`config.mk`:
```
export PLATFORM = sky130hd
export DESIGN_NAME = mem_arbiter
export DESIGN_NICKNAME = d
export VERILOG_FILES = /design/src/rtl/mmix_defs_pkg.sv /design/src/rtl/mem_timeout_counter.sv /design/src/rtl/mem_arbiter.sv
export SDC_FILE = /design/constraint.sdc
export NUM_CORES = 1
export LEC_CHECK = 0
export BUFFER_PORTS_ARGS = -buffer_cell sky130_fd_sc_hd__buf_2
export CAP_MARGIN = 15
export CORE_AREA = 2 2 181 183
export CTS_CLUSTER_DIAMETER = 80
export DETAILED_ROUTE_END_ITERATION = 10
export DIE_AREA = 0 0 183 185
export SKIP_LAST_GASP = 1
export SYNTH_ARGS = -nofsm -noshare
export SYNTH_HDL_FRONTEND = slang
export SYNTH_SLANG_ARGS = --single-unit
```
`constraint.sdc`:
```
create_clock -name clk -period 2.5 [get_ports clk]
set_clock_uncertainty 0.05 [all_clocks]
set_input_delay 0.375 -clock clk [delete_from_list [all_inputs] [get_ports clk]]
set_output_delay 0.375 -clock clk [all_outputs]
set_load 0.01 [all_outputs]
```
`src/rtl/mmix_defs_pkg.sv`:
```
// mmix_defs: shared arbiter state enum and memory access size encodings
package mmix_defs;
  typedef enum logic [1:0] {IDLE, BUSY, RESP} arb_state_e;
  localparam logic [1:0] BYTE  = 2'd0;
  localparam logic [1:0] WYDE  = 2'd1;
  localparam logic [1:0] TETRA = 2'd2;
  localparam logic [1:0] OCTA  = 2'd3;
endpackage

```
`src/rtl/mem_timeout_counter.sv`:
```
// mem_timeout_counter: 32-bit wait counter (clear wins over enable); expire high once count reaches LIMIT-1
module mem_timeout_counter #(
  parameter int unsigned LIMIT = 1024
) (
  input  logic clk,
  input  logic reset,
  input  logic clear,
  input  logic enable,
  output logic expire
);
  logic [31:0] count_q, count_d;
  always_comb count_d = clear ? 32'd0 : enable ? count_q + 32'd1 : count_q;
  always_ff @(posedge clk) count_q <= reset ? 32'd0 : count_d;
  assign expire = count_q == 32'(LIMIT - 1);
endmodule

```
`src/rtl/mem_arbiter.sv`:
```
// mem_arbiter: round-robin arbiter of fetch (f_*) and exec (e_*) units onto one memory port (mem_*), with done pulses, rdata/err response and timeout abort
module mem_arbiter
  import mmix_defs::*;
#(
  parameter int unsigned TIMEOUT_CYCLES = 1024
) (
  input  logic        clk,
  input  logic        reset,
  input  logic [63:0] f_address,
  input  logic [1:0]  f_datasize,
  input  logic        f_read,
  output logic        f_done,
  input  logic [63:0] e_address,
  input  logic [1:0]  e_datasize,
  input  logic        e_read,
  input  logic        e_write,
  input  logic [63:0] e_writedata,
  output logic        e_done,
  output logic [63:0] rdata,
  output logic        err,
  output logic [63:0] mem_address,
  output logic [1:0]  mem_datasize,
  output logic        mem_read,
  output logic        mem_write,
  output logic [63:0] mem_writedata,
  input  logic [63:0] mem_readdata,
  input  logic        mem_done
);
  arb_state_e  state_q, state_d;
  logic [63:0] addr_q, addr_d, wdata_q, wdata_d, rdata_q, rdata_d;
  logic [1:0]  size_q, size_d;
  logic        wr_q, wr_d, last_e_q, last_e_d, err_q, err_d;
  logic        e_req, pick_e, busy, expire;
  assign e_req  = e_read | e_write;
  assign pick_e = e_req & (~f_read | ~last_e_q);
  assign busy   = state_q == BUSY;
  mem_timeout_counter #(.LIMIT(TIMEOUT_CYCLES)) u_timeout (
    .clk    (clk),
    .reset  (reset),
    .clear  (~busy),
    .enable (busy & ~mem_done),
    .expire (expire)
  );
  always_comb begin
    state_d  = state_q;
    addr_d   = addr_q;
    size_d   = size_q;
    wdata_d  = wdata_q;
    wr_d     = wr_q;
    last_e_d = last_e_q;
    rdata_d  = rdata_q;
    err_d    = err_q;
    case (state_q)
      IDLE: if (f_read | e_req) begin
        state_d  = BUSY;
        last_e_d = pick_e;
        addr_d   = pick_e ? e_address : f_address;
        size_d   = pick_e ? e_datasize : f_datasize;
        wdata_d  = pick_e ? e_writedata : wdata_q;
        wr_d     = pick_e & e_write;
      end
      BUSY: if (mem_done | expire) begin
        state_d = RESP;
        rdata_d = mem_done ? mem_readdata : 64'd0;
        err_d   = ~mem_done;
      end
      default: state_d = IDLE;
    endcase
  end
  always_ff @(posedge clk) begin
    if (reset) begin
      state_q  <= IDLE;
      addr_q   <= '0;
      size_q   <= '0;
      wdata_q  <= '0;
      wr_q     <= 1'b0;
      last_e_q <= 1'b0;
      rdata_q  <= '0;
      err_q    <= 1'b0;
    end else begin
      state_q  <= state_d;
      addr_q   <= addr_d;
      size_q   <= size_d;
      wdata_q  <= wdata_d;
      wr_q     <= wr_d;
      last_e_q <= last_e_d;
      rdata_q  <= rdata_d;
      err_q    <= err_d;
    end
  end
  assign f_done        = state_q == RESP && !last_e_q;
  assign e_done        = state_q == RESP && last_e_q;
  assign mem_read      = busy & ~wr_q;
  assign mem_write     = busy & wr_q;
  assign mem_address   = addr_q;
  assign mem_datasize  = size_q;
  assign mem_writedata = wdata_q;
  assign rdata         = rdata_q;
  assign err           = err_q;
endmodule

```
==> results_dict.tcl, run 1 <==
set metrics [dict create \
    clock_sinks 231 \
    place_congestion 0.829 \
    vias 9487 \
    start_util 0.282 \
    synth_area_leaders "dfxtp_1, nand2_1, a21oi_1" \
    max-cap-violations 0 \
    fmaxAchievable_mhz 437 \
    numCtsBuffers 27 \
    critPathArrivalTime_ns 2.70 \
    grt_max_degree 68 \
    die_area_mm2 0.0339 \
    final_layout_size_suffix_gt1_frac 0.340 \
    viasPerCell 4.69 \
    postLayoutCoreUtil 0.404 \
    syn_nets 1415 \
    core_mm2 0.0320 \
    crit_path_start_kind "flip-flop" \
    tightest_slew_ns 0.649 \
    fin_crit_sh 0.915 \
    hp-class "in2reg" \
    status "completed" \
    critPathBufInv 0 \
    cp_slowest_stage_delay_ns 0.74 \
    yosysWarnings 0 \
    synth_top_cell_by_area "dfxtp_1" \
    end_kind "flip-flop" \
    path_cells "ha_1, nand4bb_1, or4_1, or4_1, a21oi_1" \
    required_ns 2.91 \
    htreeDepth 1 \
    slew_headroom 0.567 \
    routedWlPerCell_um 15.0 \
    finalWorstPathRequiredPeriod_ns 2.29 \
    power.leakage_nw 5.85 \
    rsz0062_at_grt "no" \
    die_x_um 183 \
    yosysSeqAreaShare 0.511 \
    port_buffers 464 \
    r2r_slack_ns 0.21 \
    hold_violations 0 \
    dr.first_iter.drc_count 389 \
    ys.flop_type "dfxtp_1" \
    crit_slowest_cell "or4_1" \
    antenna_left 0 \
    ctsResizeCount 0 \
    drt-pass1-iter-count 5 \
    p_per_area_mw_per_mm2 833 \
    synth_top_area_share 0.511 \
    setup_viol 0 \
    worst-path-max-fanout 14 \
    synthDistinctLibCells 41 \
    critical_path.most_common_cell "or4_1" \
    antenna_found_initial 4 \
    dieHeight_um 185 \
    multi_input_area_mm2 0.00407 \
    clk_pin_slew_ns 0.06 \
    cp_top_family "simple AND/OR/NAND/NOR gates" \
    fillers 3390 \
    synthToLayoutAreaGrowth_pct 43.0 \
    synth_area_per_cell_um2 7.88 \
    drt_wl_total_mm 30.3 \
    syn_inst 1148 \
    ys_async_sr_fraction 0 \
    row_count 66 \
    nets 1858 \
    io_pins 465 \
    crit_type "reg2reg" \
    netlist_area_mm2 0.00905 \
    ir_worst_vdd_mv 0.606 \
    track_usage 0.165 \
    grt_pass1_vias 8823 \
    tritoncts "built" \
    clock_latency_ns 0.53 \
    root_buffer "clkbuf_16" \
    fin_setup_tns_ns 0 \
    regArea_mm2 0.00462 \
    drc 0 \
    grt_overflow 0 \
    drv_slew 0 \
    synth-seq-cells 231 \
    dp_hpwl_mm 21.9 \
    synth_enable_flop_cells 0 \
    cts_buffer_depth 3 \
    grt_pass1_wl_mm 45.5 \
]
[cell usage in the layout, fill, tap and decap left out, types with 2 or more instances in the layout]
cell type | netlist | layout
buf_2 | 1 | 463
nand2_1 | 409 | 408
dfxtp_1 | 231 | 231
a21oi_1 | 137 | 137
nor2_1 | 84 | 84
a311oi_1 | 66 | 66
clkbuf_16 | 0 | 27
or3_1 | 17 | 17
dlygate4sd3_1 | 0 | 16
buf_4 | 0 | 14
nor4_1 | 11 | 11
nand3_1 | 12 | 11
nand4_1 | 10 | 10
clkbuf_8 | 0 | 10
mux2i_1 | 9 | 9
buf_12 | 0 | 8
or4_1 | 7 | 7
inv_1 | 7 | 7
o21ai_0 | 8 | 7
xnor2_1 | 7 | 7
nor3_1 | 6 | 6
a21oi_2 | 4 | 4
o31ai_1 | 4 | 4
xor2_1 | 4 | 4
inv_6 | 0 | 4
and2_1 | 5 | 3
nand4b_1 | 3 | 3
bufinv_16 | 0 | 3
clkinv_2 | 0 | 3
diode_2 | 0 | 2
and4_1 | 2 | 2
and3_1 | 3 | 2
[per-layer routing]
metal,share of wire,GRT usage,vias to the layer above
met2,0.49,0.288,363
met1,0.40,0.196,4289
met4,0.024,0.0458,6
li1,-,-,4776
met5,0.0012,0,-
met3,0.088,0.0495,53
[cells in the mapped netlist, types with 2 or more instances]
library cell	instances
nor4_1	11
nand4b_1	3
clkbuf_1	77
xnor2_1	7
a311oi_1	66
nand3_1	12
and2_1	5
inv_1	7
or4_1	7
or3_1	17
mux2i_1	9
buf_1	3
and4_1	2
and3_1	3
o31ai_1	4
nand2_1	409
nor3_1	6
dfxtp_1	231
a21oi_2	4
nor2_1	84
buf_6	6
o21ai_0	8
a21oi_1	137
nand4_1	10
xor2_1	4
[stage by stage]
step | instances | total power [W] | hold WS [ns] | area (um^2) | setup WS, ns
after floorplan | 1148 | 0.00564 | 0.391 | 9050 | 0.301
after global placement | 1954 | 0.00665 | 0.388 | 11800 | 0.224
after detailed placement | 1954 | 0.00669 | 0.394 | 11800 | 0.205
after CTS | 2019 | 0.0110 | 0.000168 | 12900 | 0.228
after global routing | 2019 | 0.0114 | 0.0110 | 12900 | 0.0124
final | 2021 | 0.0108 | 0.0239 | 12900 | 0.213
[repair_timing]
action	CTS	global route
hold buffers	16	0
endpoints found under the hold margin	16	0
buffers inserted	0	0
[state kept, by name, indices dropped and copies added (netlist names)]
signal / cells
rdata: 64
last_e_q: 1
state_q: 2
u_timeout.count_q: 32
wr_q: 1
mem_datasize: 2
mem_writedata: 64
mem_address: 64
err: 1
[power breakdown]
part           internal (W)  leakage [nW]  switching (W)  total (W)
clock network       0.00259         0.482        0.00160    0.00419
registers           0.00410          1.89       0.000211    0.00432
logic              0.000905          3.48        0.00137    0.00227
total               0.00760          5.85        0.00318     0.0108
[path summary, 6_finish.rpt]
check | from | endpoint | cells after the start
worst max-delay path | u_timeout.count_q[0] | u_timeout.count_q[28] | 5
worst min-delay path | e_writedata[20] | mem_writedata[20] | 3
worst max register to register | u_timeout.count_q[0] | u_timeout.count_q[28] | 5
worst min register to register | mem_writedata[3] | mem_writedata[3] | 2
[kinds of logic after synthesis]
family / after synthesis / synth area share
AOI/OAI and AO/OA: 226 / 0.159
xor gates and xnor gates: 11 / 0.0106
adders and majority gates: 1 / 0.00138
buffers and inverters: 94 / 0.0441
DFF: 231 / 0.511
muxes: 9 / 0.00995
and+or+nand+nor: 576 / 0.264
[area by class of cell]
class,instances,share of cell area
sequential,231,0.357
clock inverter,11,0.0115
clock buffer,38,0.0631
tap,408,0.0394
antenna,2,0.000387
inverter,7,0.00203
timing repair buffer,501,0.212
multi-input combinational,823,0.314
[tightest hold or removal path, delay by kind of cell]
kind / cells / cell delay [ns]
buffers and inverters: 1 / 0.09
AO/OA/AOI/OAI: 1 / 0.05
AND/OR/NAND/NOR: 1 / 0.04
Note: power is estimated with default switching activity, not from simulation.
==> run 2, diff against run 1 <==
==> constraint.sdc (replaced) <==
create_clock -name clk -period 2.5 [get_ports clk]
set_clock_uncertainty 0.05 [all_clocks]
set_input_delay 0.375 -clock clk [delete_from_list [all_inputs] [get_ports clk]]
set_output_delay 0.375 -clock clk [all_outputs]
set_load 0.1 [all_outputs]
==> run 2 against run 1 <==
Register-to-register slack better by 0.04 ns. Core utilization increased by 1.6 points. First-iteration DRC count is 1.8% higher. Non-clock buffer count increased by 57. Worst hold slack about the same. Flip-flop and latch count unchanged. Combinational power rose by 130%. Highest routed layer unchanged.
==> results_dict.tcl, run 2 (synthesis results as in run 1) <==
set metrics [dict create \
    status "completed" \
    total_power_w 0.0135 \
    worst-path-max-fanout 11 \
    grt_pass1_vias 9135 \
    cp_top_family "buffers and inverters" \
    p_per_area_mw_per_mm2 999 \
    dr.first_iter.drc_count 396 \
    io_pins 465 \
    drc 0 \
    start_util 0.282 \
    grt_max_degree 74 \
    end_kind "output pin" \
    row_count 66 \
    drt-pass1-iter-count 7 \
    required_ns 2.08 \
    nets 1916 \
    path_cells "nand2b_1, nor2_1, buf_2" \
    place_congestion 0.797 \
    crit_path_start_kind "flip-flop" \
    r2r_start "u_timeout.count_q[17]" \
    rsz0062_at_grt "no" \
    ir_worst_vdd_mv 0.579 \
    crit_start "state_q[0]" \
    crit_type "reg2out" \
    fin_setup_tns_ns 0 \
    fin_crit_sh 0.928 \
    dp_hpwl_mm 23.4 \
    die_area_mm2 0.0339 \
    synthToLayoutAreaGrowth_pct 48.8 \
    numCtsBuffers 28 \
    crit_slowest_cell "buf_2" \
    dieHeight_um 185 \
    htreeDepth 1 \
    clock_latency_ns 0.55 \
    drv_slew 0 \
    critPathBufInv 1 \
    hold_violations 0 \
    cts_buffer_depth 3 \
    min_from "e_writedata[49]" \
    drt_wl_total_mm 32.1 \
    hold_depth 3 \
    antenna_found_initial 3 \
    postLayoutCoreUtil 0.420 \
    pwr-share-seq 0.321 \
    port_buffers 464 \
    swShare 0.451 \
    dpl_worst_slack_ns 0.223 \
    power_frac_comb 0.385 \
    max-cap-violations 0 \
    r2r_cells 5 \
    r2r_slack_ns 0.25 \
    critPathArrivalTime_ns 1.90 \
    intPower_w 0.00739 \
    power.leakage_nw 6.07 \
    cp_slowest_stage_delay_ns 0.46 \
    setup_viol 0 \
    pwr-share-clk 0.293 \
    slew_headroom 0.527 \
    clock_sinks 231 \
    die_x_um 183 \
    vias 9754 \
    viasPerCell 4.69 \
    final_common_cell "buf_2" \
    fmaxAchievable_mhz 431 \
    grt_overflow 0 \
    final_layout_size_suffix_gt1_frac 0.329 \
    finalWorstPathRequiredPeriod_ns 2.32 \
    routedWlPerCell_um 15.4 \
    root_buffer "clkbuf_16" \
    holdPathEnd "mem_writedata[49]" \
    core_mm2 0.0320 \
    track_usage 0.176 \
    reg2reg_to "rdata[61]" \
    hp-class "in2reg" \
    netSwitchingPower_w 0.00607 \
    grt_pass1_wl_mm 48.3 \
    clk_pin_slew_ns 0.06 \
    tightest_slew_ns 0.709 \
    final_cell_mix "buf_2, nand2_1, dfxtp_1" \
    antenna_left 0 \
    tritoncts "built" \
    setup_slack_ns 0.180 \
]
[run 2: worst max-delay path by stage]
stage,end,cells after the start
after floorplan,mem_read,3
after global placement,rdata[60],5
after detailed placement,rdata[53],5
after CTS,mem_write,3
after global routing,mem_read,3
final,mem_read,3
[run 2: cell type report]
| class | count | area (um^2) |
|---|---|---|
| inverters | 7 | 26.3 |
| well taps | 408 | 510 |
| multi-input cells | 823 | 4070 |
| fillers | 3264 | 18600 |
| clock buffers | 39 | 782 |
| flip-flops and latches | 231 | 4620 |
| repair buffers | 558 | 3330 |
| diodes | 1 | 2.50 |
| clock inverters | 13 | 118 |
[run 2: worst reg2reg max path, cell delays in order (launching register included)]
cell,delay (ns)
dfxtp_1,0.35
or4_1,0.51
or4_4,0.51
o31ai_4,0.35
buf_12,0.28
a21oi_1,0.09
[run 2: power groups by stage]
stage,clock (W),combinational (W),sequential (W)
after CTS,0.00407,0.00522,0.00432
after global routing,0.00421,0.00543,0.00437
final,0.00395,0.00519,0.00432
after global placement,0,0.00511,0.00438
after floorplan,0,0.00111,0.00730
after detailed placement,0,0.00513,0.00440
[run 2: what timing repair did]
item | CTS | global route
setup endpoints to repair | 0 | 1
hold buffers | 69 | 0
hold endpoints to repair | 69 | 0
buffers inserted | 0 | 0
gates resized for setup | 0 | 1
[run 2: metal layers]
layer	track usage	up-vias	wire length [um]
met3	0.0448	60	2320
li1	-	4906	-
met1	0.206	4410	12900
met4	0.0544	6	943
met5	0	-	47
met2	0.315	372	15900
[run 2: per-stage QoR]
step                      hold WS [ns]  instance area (um^2)  instances
after detailed placement         0.394                 11900       1958
final                           0.0238                 13500       2080
after global placement           0.388                 11900       1958
after global routing           0.00678                 13500       2079
after CTS                     0.000459                 13500       2079
after floorplan                  0.391                  9060       1148
